## config.mk

```make
export PLATFORM = sky130hd
export DESIGN_NAME = qeciphy_tx_framer
export DESIGN_NICKNAME = d
export VERILOG_FILES = /design/src/rtl/qeciphy_pkg.sv /design/src/rtl/qeciphy_crc16_64.sv /design/src/rtl/qeciphy_tx_framer.sv
export SDC_FILE = /design/constraint.sdc
export NUM_CORES = 1
export LEC_CHECK = 0
export CAP_MARGIN = 40
export CORE_MARGIN = 5
export CORE_UTILIZATION = 48
export CTS_BUF_LIST = sky130_fd_sc_hd__clkbuf_4
export CTS_CLUSTER_SIZE = 20
export DETAILED_ROUTE_END_ITERATION = 6
export GPL_ROUTABILITY_DRIVEN = 1
export PLACE_DENSITY = 0.89
export SYNTH_ARGS = -nofsm -noshare
export SYNTH_HDL_FRONTEND = slang
export SYNTH_SLANG_ARGS = --single-unit
```

## constraint.sdc

```tcl
create_clock -name clk -period 2.2 [get_ports clk]
set_input_delay 0.33 -clock clk [delete_from_list [all_inputs] [get_ports clk]]
set_output_delay 0.33 -clock clk [all_outputs]
set_load 0.05 [all_outputs]
```

## src/rtl/qeciphy_pkg.sv

```systemverilog
// Shared constants, trailer field positions, TX state enum and
// the CRC-16-CCITT step function used by the QECIPHY TX framer.
package qeciphy_pkg;

    localparam logic [15:0] FAP        = 16'hF4C5;
    localparam logic [63:0] TRAIN_WORD = 64'hBC50_BC50_BC50_BC50;

    localparam int TRL_FAP_LSB = 48;
    localparam int TRL_MAP_LSB = 40;
    localparam int TRL_PD_ACK  = 38;
    localparam int TRL_PD_REQ  = 37;
    localparam int TRL_RX_RDY  = 36;
    localparam int TRL_SEQ_LSB = 32;
    localparam int TRL_CRC_LSB = 0;

    typedef enum logic [1:0] {
        ST_IDLE  = 2'd0,
        ST_TRAIN = 2'd1,
        ST_RUN   = 2'd2
    } tx_state_e;

    // Poly 0x1021, MSB of the word first, no reflection.
    function automatic logic [15:0] crc16_ccitt_64(
        input logic [15:0] crc,
        input logic [63:0] word
    );
        logic [15:0] c;
        logic        fb;
        c = crc;
        for (int i = 63; i >= 0; i--) begin
            fb = c[15] ^ word[i];
            c  = {c[14:0], 1'b0};
            if (fb) c = c ^ 16'h1021;
        end
        return c;
    endfunction

endpackage

```

## src/rtl/qeciphy_crc16_64.sv

```systemverilog
// Registered CRC-16-CCITT accumulator, one 64-bit word per cycle.
// Clear has priority over enable and reloads 16'hFFFF.
module qeciphy_crc16_64
    import qeciphy_pkg::*;
(
    input  logic        clk,
    input  logic        rst_n,
    input  logic        i_clr,
    input  logic        i_en,
    input  logic [63:0] i_data,
    output logic [15:0] o_crc
);

    logic [15:0] r_crc;

    always_ff @(posedge clk or negedge rst_n) begin
        if (!rst_n) begin
            r_crc <= 16'hFFFF;
        end else if (i_clr) begin
            r_crc <= 16'hFFFF;
        end else if (i_en) begin
            r_crc <= crc16_ccitt_64(r_crc, i_data);
        end
    end

    assign o_crc = r_crc;

endmodule

```

## src/rtl/qeciphy_tx_framer.sv

```systemverilog
// QECIPHY TX channel framer: training, payload slots, trailer.
// CRC insertion is built only when QECIPHY_TX_CRC_EN is defined.
module qeciphy_tx_framer
    import qeciphy_pkg::*;
#(
    parameter int FRAME_LEN = 8,
    parameter int TRAIN_LEN = 1024
) (
    input  logic        clk,
    input  logic        rst_n,
    input  logic        i_enable,
    input  logic [63:0] i_data,
    input  logic        i_valid,
    output logic        o_ready,
    input  logic        i_rx_rdy,
    input  logic        i_pd_req,
    input  logic        i_pd_ack,
    output logic [63:0] o_tx_data,
    output logic        o_training,
    output logic        o_frame_end
);

    localparam int TW = $clog2(TRAIN_LEN + 1);
    localparam logic [3:0]    LAST_SLOT = 4'(FRAME_LEN);
    localparam logic [TW-1:0] LAST_TRN  = TW'(TRAIN_LEN - 1);

    tx_state_e     r_state;
    logic [3:0]    r_slot;
    logic [TW-1:0] r_train_cnt;
    logic [3:0]    r_seq;
    logic [7:0]    r_bitmap;

    logic        w_pay;
    logic        w_hs;
    logic [63:0] w_word;
    logic [15:0] w_crc;
    logic [63:0] w_trailer;

    assign w_pay   = (r_state == ST_RUN) && (r_slot < LAST_SLOT)
                     && i_enable;
    assign o_ready = w_pay;
    assign w_hs    = w_pay && i_valid;
    // Empty slots go out as zero and still feed the CRC.
    assign w_word  = w_hs ? i_data : 64'h0;

`ifdef QECIPHY_TX_CRC_EN
    logic w_crc_clr;

    assign w_crc_clr = !i_enable || (r_state != ST_RUN)
                       || (r_slot == LAST_SLOT);

    qeciphy_crc16_64 u_crc (
        .clk    (clk),
        .rst_n  (rst_n),
        .i_clr  (w_crc_clr),
        .i_en   (w_pay),
        .i_data (w_word),
        .o_crc  (w_crc)
    );
`else
    assign w_crc = 16'h0000;
`endif

    always_comb begin
        w_trailer = 64'h0;
        w_trailer[TRL_FAP_LSB +: 16] = FAP;
        w_trailer[TRL_MAP_LSB +: 8]  = r_bitmap;
        w_trailer[TRL_PD_ACK]        = i_pd_ack;
        w_trailer[TRL_PD_REQ]        = i_pd_req;
        w_trailer[TRL_RX_RDY]        = i_rx_rdy;
        w_trailer[TRL_SEQ_LSB +: 4]  = r_seq;
        w_trailer[TRL_CRC_LSB +: 16] = w_crc;
    end

    always_ff @(posedge clk or negedge rst_n) begin
        if (!rst_n) begin
            r_state     <= ST_IDLE;
            r_slot      <= 4'd0;
            r_train_cnt <= '0;
            r_seq       <= 4'd0;
            r_bitmap    <= 8'h00;
            o_tx_data   <= 64'h0;
            o_training  <= 1'b0;
            o_frame_end <= 1'b0;
        end else if (!i_enable) begin
            r_state     <= ST_IDLE;
            r_slot      <= 4'd0;
            r_train_cnt <= '0;
            r_seq       <= 4'd0;
            r_bitmap    <= 8'h00;
            o_tx_data   <= 64'h0;
            o_training  <= 1'b0;
            o_frame_end <= 1'b0;
        end else begin
            unique case (r_state)
                ST_IDLE: begin
                    r_state     <= ST_TRAIN;
                    r_train_cnt <= '0;
                    o_tx_data   <= 64'h0;
                    o_training  <= 1'b0;
                    o_frame_end <= 1'b0;
                end
                ST_TRAIN: begin
                    o_tx_data   <= TRAIN_WORD;
                    o_training  <= 1'b1;
                    o_frame_end <= 1'b0;
                    if (r_train_cnt == LAST_TRN) begin
                        r_state     <= ST_RUN;
                        r_slot      <= 4'd0;
                        r_train_cnt <= '0;
                    end else begin
                        r_train_cnt <= r_train_cnt + 1'b1;
                    end
                end
                ST_RUN: begin
                    o_training <= 1'b0;
                    if (r_slot < LAST_SLOT) begin
                        o_tx_data   <= w_word;
                        o_frame_end <= 1'b0;
                        r_bitmap[r_slot[2:0]] <= w_hs;
                        r_slot      <= r_slot + 1'b1;
                    end else begin
                        o_tx_data   <= w_trailer;
                        o_frame_end <= 1'b1;
                        r_seq       <= r_seq + 1'b1;
                        r_bitmap    <= 8'h00;
                        r_slot      <= 4'd0;
                    end
                end
                default: begin
                    r_state <= ST_IDLE;
                end
            endcase
        end
    end

endmodule

```

==> impl_metrics.yaml, run 1 <==
clock_network:
  cts_setup_buffers: 0
  cts_root_buffer: "clkbuf_4"
  clkLatencyLatePin_ps: 460
  cts_tree: "built"
  htreeDepth: 3
  clockBufferDepth: 2
  cts_sinks: 95
  cts_buffers: 9
  clkSlewWorstSetupHoldPaths_ps: 150
worst_setup_path:
  r2r_start: "r_state[1]$_DFFE_PN0P_"
  endpoint_kind: "primary output"
  path_class: "register to primary output"
  critical_path_arrival_ps: 1700
  cp_max_fo: 10
  critPathLaunchType: "register"
  startpoint: "r_state[0]$_DFFE_PN0P_"
  r2r_end: "r_train_cnt[7]$_DFFE_PN0P_"
  r2r_slack_ps: 240
  r2r_cells: 6
  cp_data_required_time_ps: 1870
synth:
  synth_enable_flop_cells: 0
  ys_warn_count: 0
  synth.most_common_cell: "dfrtp_1"
  synth_top_area_share_pct: 56.2
  synth_seq_cells: 95
  syn_nets: 446
  synth-compound-area-share_pct: 23.8
  synth_top_family_by_area: "compound AO/OA/AOI/OAI gates"
  synth.top_cells.by_count: "95 x dfrtp_1, 31 x o21ai_0, 29 x nand2_1"
  ys.flop_type: "dfrtp_1"
  synth_fa_ha_area_share_pct: 2.07
  synthCells: 368
  synth_seq_area_share_pct: 56.2
  syn_area_per_cell_sq_um: 11.5
  yosys-top-cells-area: "dfrtp_1 56%, a22o_1 5.2%, a221o_1 3.8%"
  synth_area_leader_cell: "dfrtp_1"
  synth_mux_area_share_pct: 2.04
  synth_area_sq_mm: 0.00423
  async_flop_share_pct: 100
  yosys.area_share.simple_pct: 10.3
  ys_types: 56
  synth_xor_area_share_pct: 0.621
finish:
  drive_above_1_share_pct: 8.75
  nets: 576
  diodes: 0
  seqCellArea_sq_mm: 0.00238
  multi_input_area_sq_mm: 0.00168
  num-fill-cells: 630
  areaGrowthSynthToFinish_pct: 38.6
global_route:
  gr-usage-all-layers_pct: 21.0
  antenna_found_initial: 0
  first_global_vias: 3618
  grt_pass1_wl_mm: 18.7
  grt-ovfl-total: 0
  grt_max_degree: 55
power_and_ir_drop:
  ir_worst_vdd_v: 0.000315
  power_density_mw_per_mm2: 584
  p_leak_nw: 2.46
  power_frac_comb_pct: 21.4
  switching_share_pct: 31.4
  sequentialPowerShare_pct: 53.8
  clockPowerShare_pct: 24.8
  p_int_w: 0.00235
  p_switching_w: 0.00107
timing:
  timing.final.crit_share_pct: 92.1
  hold-worst-slack_ps: 406
  slew_headroom_pct: 63.6
  fin_tns_setup_ps: 0
  period_needed_ps: 2030
  finalSetupViolCount: 0
  finalHoldViolations: 0
  slew_viol_final: 0
  rsz0062_at_grt: "no"
  fmax_ghz: 0.494
  tightest_slew_ps: 545
  finalClockSkew_ps: 20.1
routing:
  num_vias: 3517
  ant_nets: 0
  via_per_inst: 5.76
  drt_iter0_drc: 227
  post-route-drc-count: 0
  drt-total-wl_mm: 11.2
  drt-pass1-iter-count: 5
  detail_route.wl_per_cell_microns: 18.3
placed_design:
  place_congestion: 0.827
  io_buffers: 137
  dp_hpwl_mm: 8.05
die:
  initial_core_util_pct: 49.0
  fp-row-count: 34
  chipWidth_microns: 104
  core_area_sq_mm: 0.00864
  fp.dieArea_sq_mm: 0.0108
  die_h_microns: 104
  ios: 138
outcome:
  status: "complete, no violations"
run:
  drv_cap: 0
hold_path:
  min_path_type: "input port to async pin"
[worst max path at each step]
| stage | cells after the start | slack [ps] | to |
|---|---|---|---|
| 2_1_floorplan | 7 | 250 | r_slot[3]$_DFFE_PN0P_ |
| 3_3_place_gp | 6 | 200 | o_tx_data[63]$_DFFE_PN0P_ |
| 3_5_place_dp | 5 | 60 | r_train_cnt[7]$_DFFE_PN0P_ |
| 4_1_cts | 5 | 20 | o_ready |
| 5_1_grt | 5 | 60 | o_ready |
| 6_report | 5 | 170 | o_ready |
[cell usage in the layout (no fill, tap or decap), types with 6 or more instances in the layout]
master	synthesis	routed
a22oi_1	15	15
a221o_1	16	16
buf_4	6	8
and2_1	6	6
o41ai_1	6	6
ha_1	7	6
nand2_1	29	29
nor2_1	7	6
a21oi_1	26	26
clkbuf_4	0	10
o21ai_0	31	31
mux2i_1	6	6
clkdlybuf4s50_1	0	135
dfrtp_1	95	95
a22o_1	25	25
inv_1	9	9
[through the flow]
stage	util, %	instances	power [W]	setup slack, ps	area, sq um
after floorplan	-	368	0.00226	247	4230
after global placement	66.2	594	0.00259	199	5710
after detailed placement	66.2	594	0.00261	58.4	5710
after CTS	67.7	611	0.00345	19.3	5850
after global routing	67.9	611	0.00359	63.6	5860
final	67.9	611	0.00342	174	5860
[layer usage]
metal | GRT usage (%) | wire length [microns] | vias up
met3 | 5.71 | 649 | 21
met1 | 27.1 | 4670 | 1744
li1 | - | - | 1639
met5 | 0 | 0 | -
met2 | 35.0 | 5650 | 113
met4 | 5.74 | 201 | 0
[power by group through the flow]
stage / logic, W / clock network [W] / registers (W)
finish: 0.000733 / 0.000848 / 0.00184
global route: 0.000785 / 0.000951 / 0.00185
CTS: 0.000736 / 0.000873 / 0.00184
detailed placement: 0.000732 / 0 / 0.00188
global placement: 0.000714 / 0 / 0.00187
floorplan: 0.000203 / 0 / 0.00206
[layout make-up]
class | instances | share of cell area, %
inverters | 9 | 0.576
clock inverters | 6 | 0.768
repair buffers | 149 | 25.9
well taps | 108 | 2.30
clock buffers | 10 | 1.28
multi-input cells | 234 | 28.6
flip-flops and latches | 95 | 40.5
[worst max-delay path: stages (launching register included)]
cell and delay, ps:
dfrtp_1 420, inv_1 150, ha_4 240, nand2_4 90, nor2_4 180, buf_12 160
[logic make-up after synthesis]
logic type / Yosys count
simple gates: 76
flops: 95
buf+inv: 39
xor+xnor: 3
compound gates: 140
fa+ha+maj: 7
mux: 8
[flip-flops by register name, summed over array words and instances, names as in the netlist]
register     flops
o_frame_end      1
o_tx_data       64
o_training       1
r_state          2
r_train_cnt     11
r_slot           4
r_bitmap         8
r_seq            4
[timing repair]
| item | CTS | global route |
|---|---|---|
| hold buffers | 1 | 0 |
| setup endpoints to repair | 1 | 1 |
| hold endpoints to repair | 41 | 0 |
| pin swaps | 0 | 0 |
| resized for setup | 2 | 2 |
Note: power is estimated with default switching activity, not from simulation.
==> run 2, diff against run 1 <==
- PLACE_DENSITY: 0.89 -> 0.83
==> impl_metrics.yaml, run 2 (synthesis gave the netlist of run 1 again) <==
routing:
  post-route-drc-count: 0
  drt-total-wl_mm: 11.3
  num_vias: 3589
  via_per_inst: 5.88
  drt-pass1-iter-count: 4
  drt_iter0_drc: 274
  detail_route.wl_per_cell_microns: 18.5
  ant_nets: 0
global_route:
  grt_pass1_wl_mm: 18.2
  first_global_vias: 3545
  grt_max_degree: 65
  gr-usage-all-layers_pct: 20.6
  antenna_found_initial: 0
  grt-ovfl-total: 0
placed_design:
  post-place-ws_ps: 145
  place_congestion: 0.832
  dp_hpwl_mm: 7.95
  placed_area_sq_mm: 0.00571
  io_buffers: 137
worst_setup_path:
  crit_chain: "inv_1, ha_4, nand2_4, nor2_4, buf_12"
  cp_slowest_cell: "dfrtp_1"
  critical_path_arrival_ps: 1680
  cp_data_required_time_ps: 1870
  crit_buf_inv: 2
  slowest_delay_ps: 430
  path_class: "register to primary output"
  cp_max_fo: 10
  crit_family: "flip-flops"
  critPathLaunchType: "register"
  endpoint_kind: "primary output"
power_and_ir_drop:
  ir_worst_vdd_v: 0.000364
  p_total_w: 0.00353
  p_leak_nw: 2.46
  power_density_mw_per_mm2: 601
finish:
  largest_reg_flops: 64
  top_regs: "o_tx_data: 64 flops, r_train_cnt: 11 flops, r_bitmap: 8 flops"
  regMostFlops: "o_tx_data"
  final_cell_mix: "135 x clkdlybuf4s50_1, 95 x dfrtp_1, 31 x o21ai_0"
  final_common_cell: "clkdlybuf4s50_1"
  areaGrowthSynthToFinish_pct: 38.9
  nets: 575
  final_area_sq_mm: 0.00588
  drive_above_1_share_pct: 8.57
  diodes: 0
  seqCellArea_sq_mm: 0.00238
  multi_input_area_sq_mm: 0.00168
  num-fill-cells: 648
clock_network:
  cts_buffers: 9
  htreeDepth: 3
  clkLatencyLatePin_ps: 460
  clockBufferDepth: 2
  cts_sinks: 95
  clkSlewWorstSetupHoldPaths_ps: 160
  cts_tree: "built"
  cts_root_buffer: "clkbuf_4"
timing:
  timing.final.crit_share_pct: 91.3
  slew_viol_final: 0
  rsz0062_at_grt: "no"
  finalHoldViolations: 0
  finalSetupViolCount: 0
  finalClockSkew_ps: 21.7
  hold-worst-slack_ps: 448
  setup_slack_ps: 191
  period_needed_ps: 2010
  fmax_ghz: 0.498
  slew_headroom_pct: 51.0
  fin_tns_setup_ps: 0
  tightest_slew_ps: 735
die:
  fp.dieArea_sq_mm: 0.0108
  core_area_sq_mm: 0.00864
  fp-row-count: 34
  ios: 138
  die_h_microns: 104
  initial_core_util_pct: 49.0
  chipWidth_microns: 104
hold_path:
  min_path_type: "input port to async pin"
run:
  drv_cap: 0
outcome:
  status: "complete, no violations"
==> run 2: changes by cell type in the layout (fill, tap and decap cells not counted) <==
cell and change:
bufinv_16 +1, clkinvlp_4 -1, clkinv_2 +1, clkbuf_4 -1
buf_4 -1
==> run 2: routing by layer <==
| metal | track usage, % | share of wire, % | up-vias |
|---|---|---|---|
| met4 | 8.51 | 2.8 | 0 |
| met1 | 27.1 | 43 | 1788 |
| li1 | - | - | 1646 |
| met5 | 0 | 0 | - |
| met3 | 4.84 | 5.0 | 26 |
| met2 | 32.8 | 49 | 129 |
==> run 2: worst paths after layout <==
| kind | from | to | slack (ps) | cells past startpoint |
|---|---|---|---|---|
| min reg2reg | o_tx_data[35]$_DFFE_PN0P_ | o_tx_data[35]$_DFFE_PN0P_ | 500 | 2 |
| max | r_state[0]$_DFFE_PN0P_ | o_ready | 190 | 5 |
| min in group clk | i_data[25] | o_tx_data[25]$_DFFE_PN0P_ | 460 | 2 |
| min | rst_n | o_tx_data[54]$_DFFE_PN0P_ | 450 | 2 |
| max in group asynchronous | rst_n | o_tx_data[20]$_DFFE_PN0P_ | 1090 | 3 |
| max reg2reg | r_state[1]$_DFFE_PN0P_ | r_train_cnt[7]$_DFFE_PN0P_ | 330 | 6 |
==> run 2: cell type report <==
| type | instances | share of cell area, % |
|---|---|---|
| clock buffer | 9 | 1.15 |
| clock inverter | 7 | 1.23 |
| inverter | 9 | 0.575 |
| multi-input combinational | 234 | 28.5 |
| sequential | 95 | 40.5 |
| tap | 108 | 2.30 |
| timing repair buffer | 148 | 25.8 |
==> run 2: stage by stage <==
stage	utilization, %	std cells
CTS	67.9	610
global placement	66.1	593
detailed placement	66.1	593
floorplan	-	368
global route	68.1	610
finish	68.1	610
==> run 2: worst register-to-register path, cell delays in order (launching register included) <==
cell and delay [ps]:
dfrtp_1 460, inv_1 130, ha_1 340, nand2_2 210
a31oi_4 320, o21ai_0 150, a31oi_1 190
==> run 2: power breakdown <==
group / internal (W) / leakage, nW / total [W] / switching (W)
sequential: 0.00181 / 1.32 / 0.00184 / 0.0000378
clock: 0.000349 / 0.0739 / 0.000960 / 0.000611
combinational: 0.000291 / 1.07 / 0.000725 / 0.000434
==> run 2: what timing repair did <==
item | in CTS | in global routing
setup endpoints to repair | 1 | 1
resized for setup | 2 | 2
endpoints found under the hold margin | 55 | 0
buffers inserted | 0 | 0
hold buffers | 1 | 0
==> run 3, diff against run 2 <==
- CORE_MARGIN: 5 -> 4
- CTS_CLUSTER_DIAMETER: default -> 100
- SETUP_SLACK_MARGIN: default -> 0.05
==> impl_metrics.yaml, run 3 (synthesis gave the netlist of run 1 again) <==
die:
  chipWidth_microns: 102
  ios: 138
  core_area_sq_mm: 0.00838
  die_h_microns: 102
  initial_core_util_pct: 50.5
  fp.dieArea_sq_mm: 0.0104
  fp-row-count: 33
clock_network:
  cts_buffers: 9
  htreeDepth: 3
  clkSlewWorstSetupHoldPaths_ps: 160
  clockBufferDepth: 2
  cts_tree: "built"
  cts_sinks: 95
  clkLatencyLatePin_ps: 450
  cts_root_buffer: "clkbuf_4"
  cts_setup_buffers: 0
routing:
  detail_route.wl_per_cell_microns: 18.5
  num_vias: 3541
  drt_iter0_drc: 270
  post-route-drc-count: 0
  drt-pass1-iter-count: 4
  via_per_inst: 5.83
  ant_nets: 0
  drt-total-wl_mm: 11.3
finish:
  layoutNonFillerInstCount: 607
  areaGrowthSynthToFinish_pct: 37.9
  regMostFlops: "o_tx_data"
  nets: 575
  largest_reg_flops: 64
  seqCellArea_sq_mm: 0.00238
  post-route-util_pct: 69.6
  num-fill-cells: 618
  drive_above_1_share_pct: 8.58
  final_common_cell: "clkdlybuf4s50_1"
  multi_input_area_sq_mm: 0.00168
  top_regs: "o_tx_data: 64 flops, r_train_cnt: 11 flops, r_bitmap: 8 flops"
  final_cell_mix: "135 x clkdlybuf4s50_1, 95 x dfrtp_1, 31 x o21ai_0"
  final_area_sq_mm: 0.00584
placed_design:
  dp_hpwl_mm: 7.89
  place_congestion: 0.797
  dp_cells: 590
  io_buffers: 137
  placed_area_sq_mm: 0.00569
timing:
  finalClockSkew_ps: 22.3
  finalHoldViolations: 0
  rsz0062_at_grt: "no"
  tightest_slew_ps: 599
  slew_headroom_pct: 60.1
  timing.final.crit_share_pct: 92.0
  fmax_ghz: 0.494
  period_needed_ps: 2020
  hold-worst-slack_ps: 399
  fin_tns_setup_ps: 0
  finalSetupViolCount: 0
  slew_viol_final: 0
power_and_ir_drop:
  power_frac_comb_pct: 21.4
  switching_share_pct: 31.5
  power_density_mw_per_mm2: 583
  p_int_w: 0.00233
  clockPowerShare_pct: 24.4
  sequentialPowerShare_pct: 54.2
  ir_worst_vdd_v: 0.000347
  p_switching_w: 0.00107
  p_leak_nw: 2.44
global_route:
  antenna_found_initial: 0
  first_global_vias: 3442
  grt-ovfl-total: 0
  gr-usage-all-layers_pct: 21.9
  grt_pass1_wl_mm: 17.8
  grt_max_degree: 65
hold_path:
  min_path_type: "input port to async pin"
worst_setup_path:
  crit_family: "buffers and inverters"
  cp_max_fo: 2
  critPathLaunchType: "register"
  critical_path_arrival_ps: 1690
  cp_slowest_cell: "clkdlybuf4s50_1"
  path_class: "register to primary output"
  endpoint_kind: "primary output"
  crit_chain: "clkdlybuf4s50_1"
  slowest_delay_ps: 840
  cp_data_required_time_ps: 1870
  crit_buf_inv: 1
outcome:
  status: "complete, no violations"
run:
  drv_cap: 0
==> run 3: stage by stage <==
step,worst slack [ps],power (W)
after global placement,310,0.00259
after floorplan,247,0.00226
final,177,0.00340
after detailed placement,205,0.00260
after CTS,113,0.00344
after global routing,110,0.00357
==> run 3: layout make-up <==
class / instances / share of cell area (%)
Inverter: 9 / 0.579
Multi-Input combinational cell: 234 / 28.7
Clock buffer: 9 / 1.16
Timing Repair Buffer: 148 / 25.7
Clock inverter: 6 / 0.772
Tap cell: 105 / 2.25
Antenna cell: 1 / 0.0429
Sequential cell: 95 / 40.7
==> run 3: path summary, 6_finish.rpt <==
check | start | depth (start not counted) | slack [ps] | endpoint
setup / recovery | o_tx_data[29]$_DFFE_PN0P_ | 1 | 180 | o_tx_data[29]
hold / removal | rst_n | 2 | 400 | o_tx_data[61]$_DFFE_PN0P_
setup reg to reg | r_state[1]$_DFFE_PN0P_ | 6 | 330 | r_train_cnt[7]$_DFFE_PN0P_
hold reg to reg | o_tx_data[32]$_DFFE_PN0P_ | 2 | 500 | o_tx_data[32]$_DFFE_PN0P_
max in group asynchronous | rst_n | 3 | 1080 | r_bitmap[3]$_DFFE_PN0P_
min in group clk | i_data[56] | 2 | 460 | o_tx_data[56]$_DFFE_PN0P_
==> run 3: metal layers <==
| layer | share of wire, % | routed length [microns] | GRT usage, % | up-vias |
|---|---|---|---|---|
| met2 | 48 | 5430 | 34.3 | 119 |
| met1 | 43 | 4790 | 30.3 | 1762 |
| met3 | 6.6 | 745 | 4.51 | 22 |
| met5 | 0 | 0 | 0 | - |
| li1 | - | - | - | 1638 |
| met4 | 2.6 | 287 | 8.48 | 0 |
==> run 3: power groups by stage <==
stage / Combinational, W / Sequential, W / Clock (W)
after floorplan: 0.000203 / 0.00206 / 0
after global placement: 0.000714 / 0.00187 / 0
after detailed placement: 0.000728 / 0.00188 / 0
after CTS: 0.000734 / 0.00184 / 0.000860
after global routing: 0.000779 / 0.00185 / 0.000940
final: 0.000729 / 0.00184 / 0.000831
==> run 3: repair_timing <==
action,in CTS,in global routing
gates resized for setup,3,1
hold buffers,1,0
hold endpoints to repair,44,0
pin swaps,0,0
setup endpoints to repair,1,1
==> run 3: worst reg2reg max path: cells and delay by family, from the launching register on <==
family	cells	cell delay (ps)
compound gates	3	660
flops	1	450
fa+ha+maj	1	360
simple gates	1	230
buf+inv	1	120
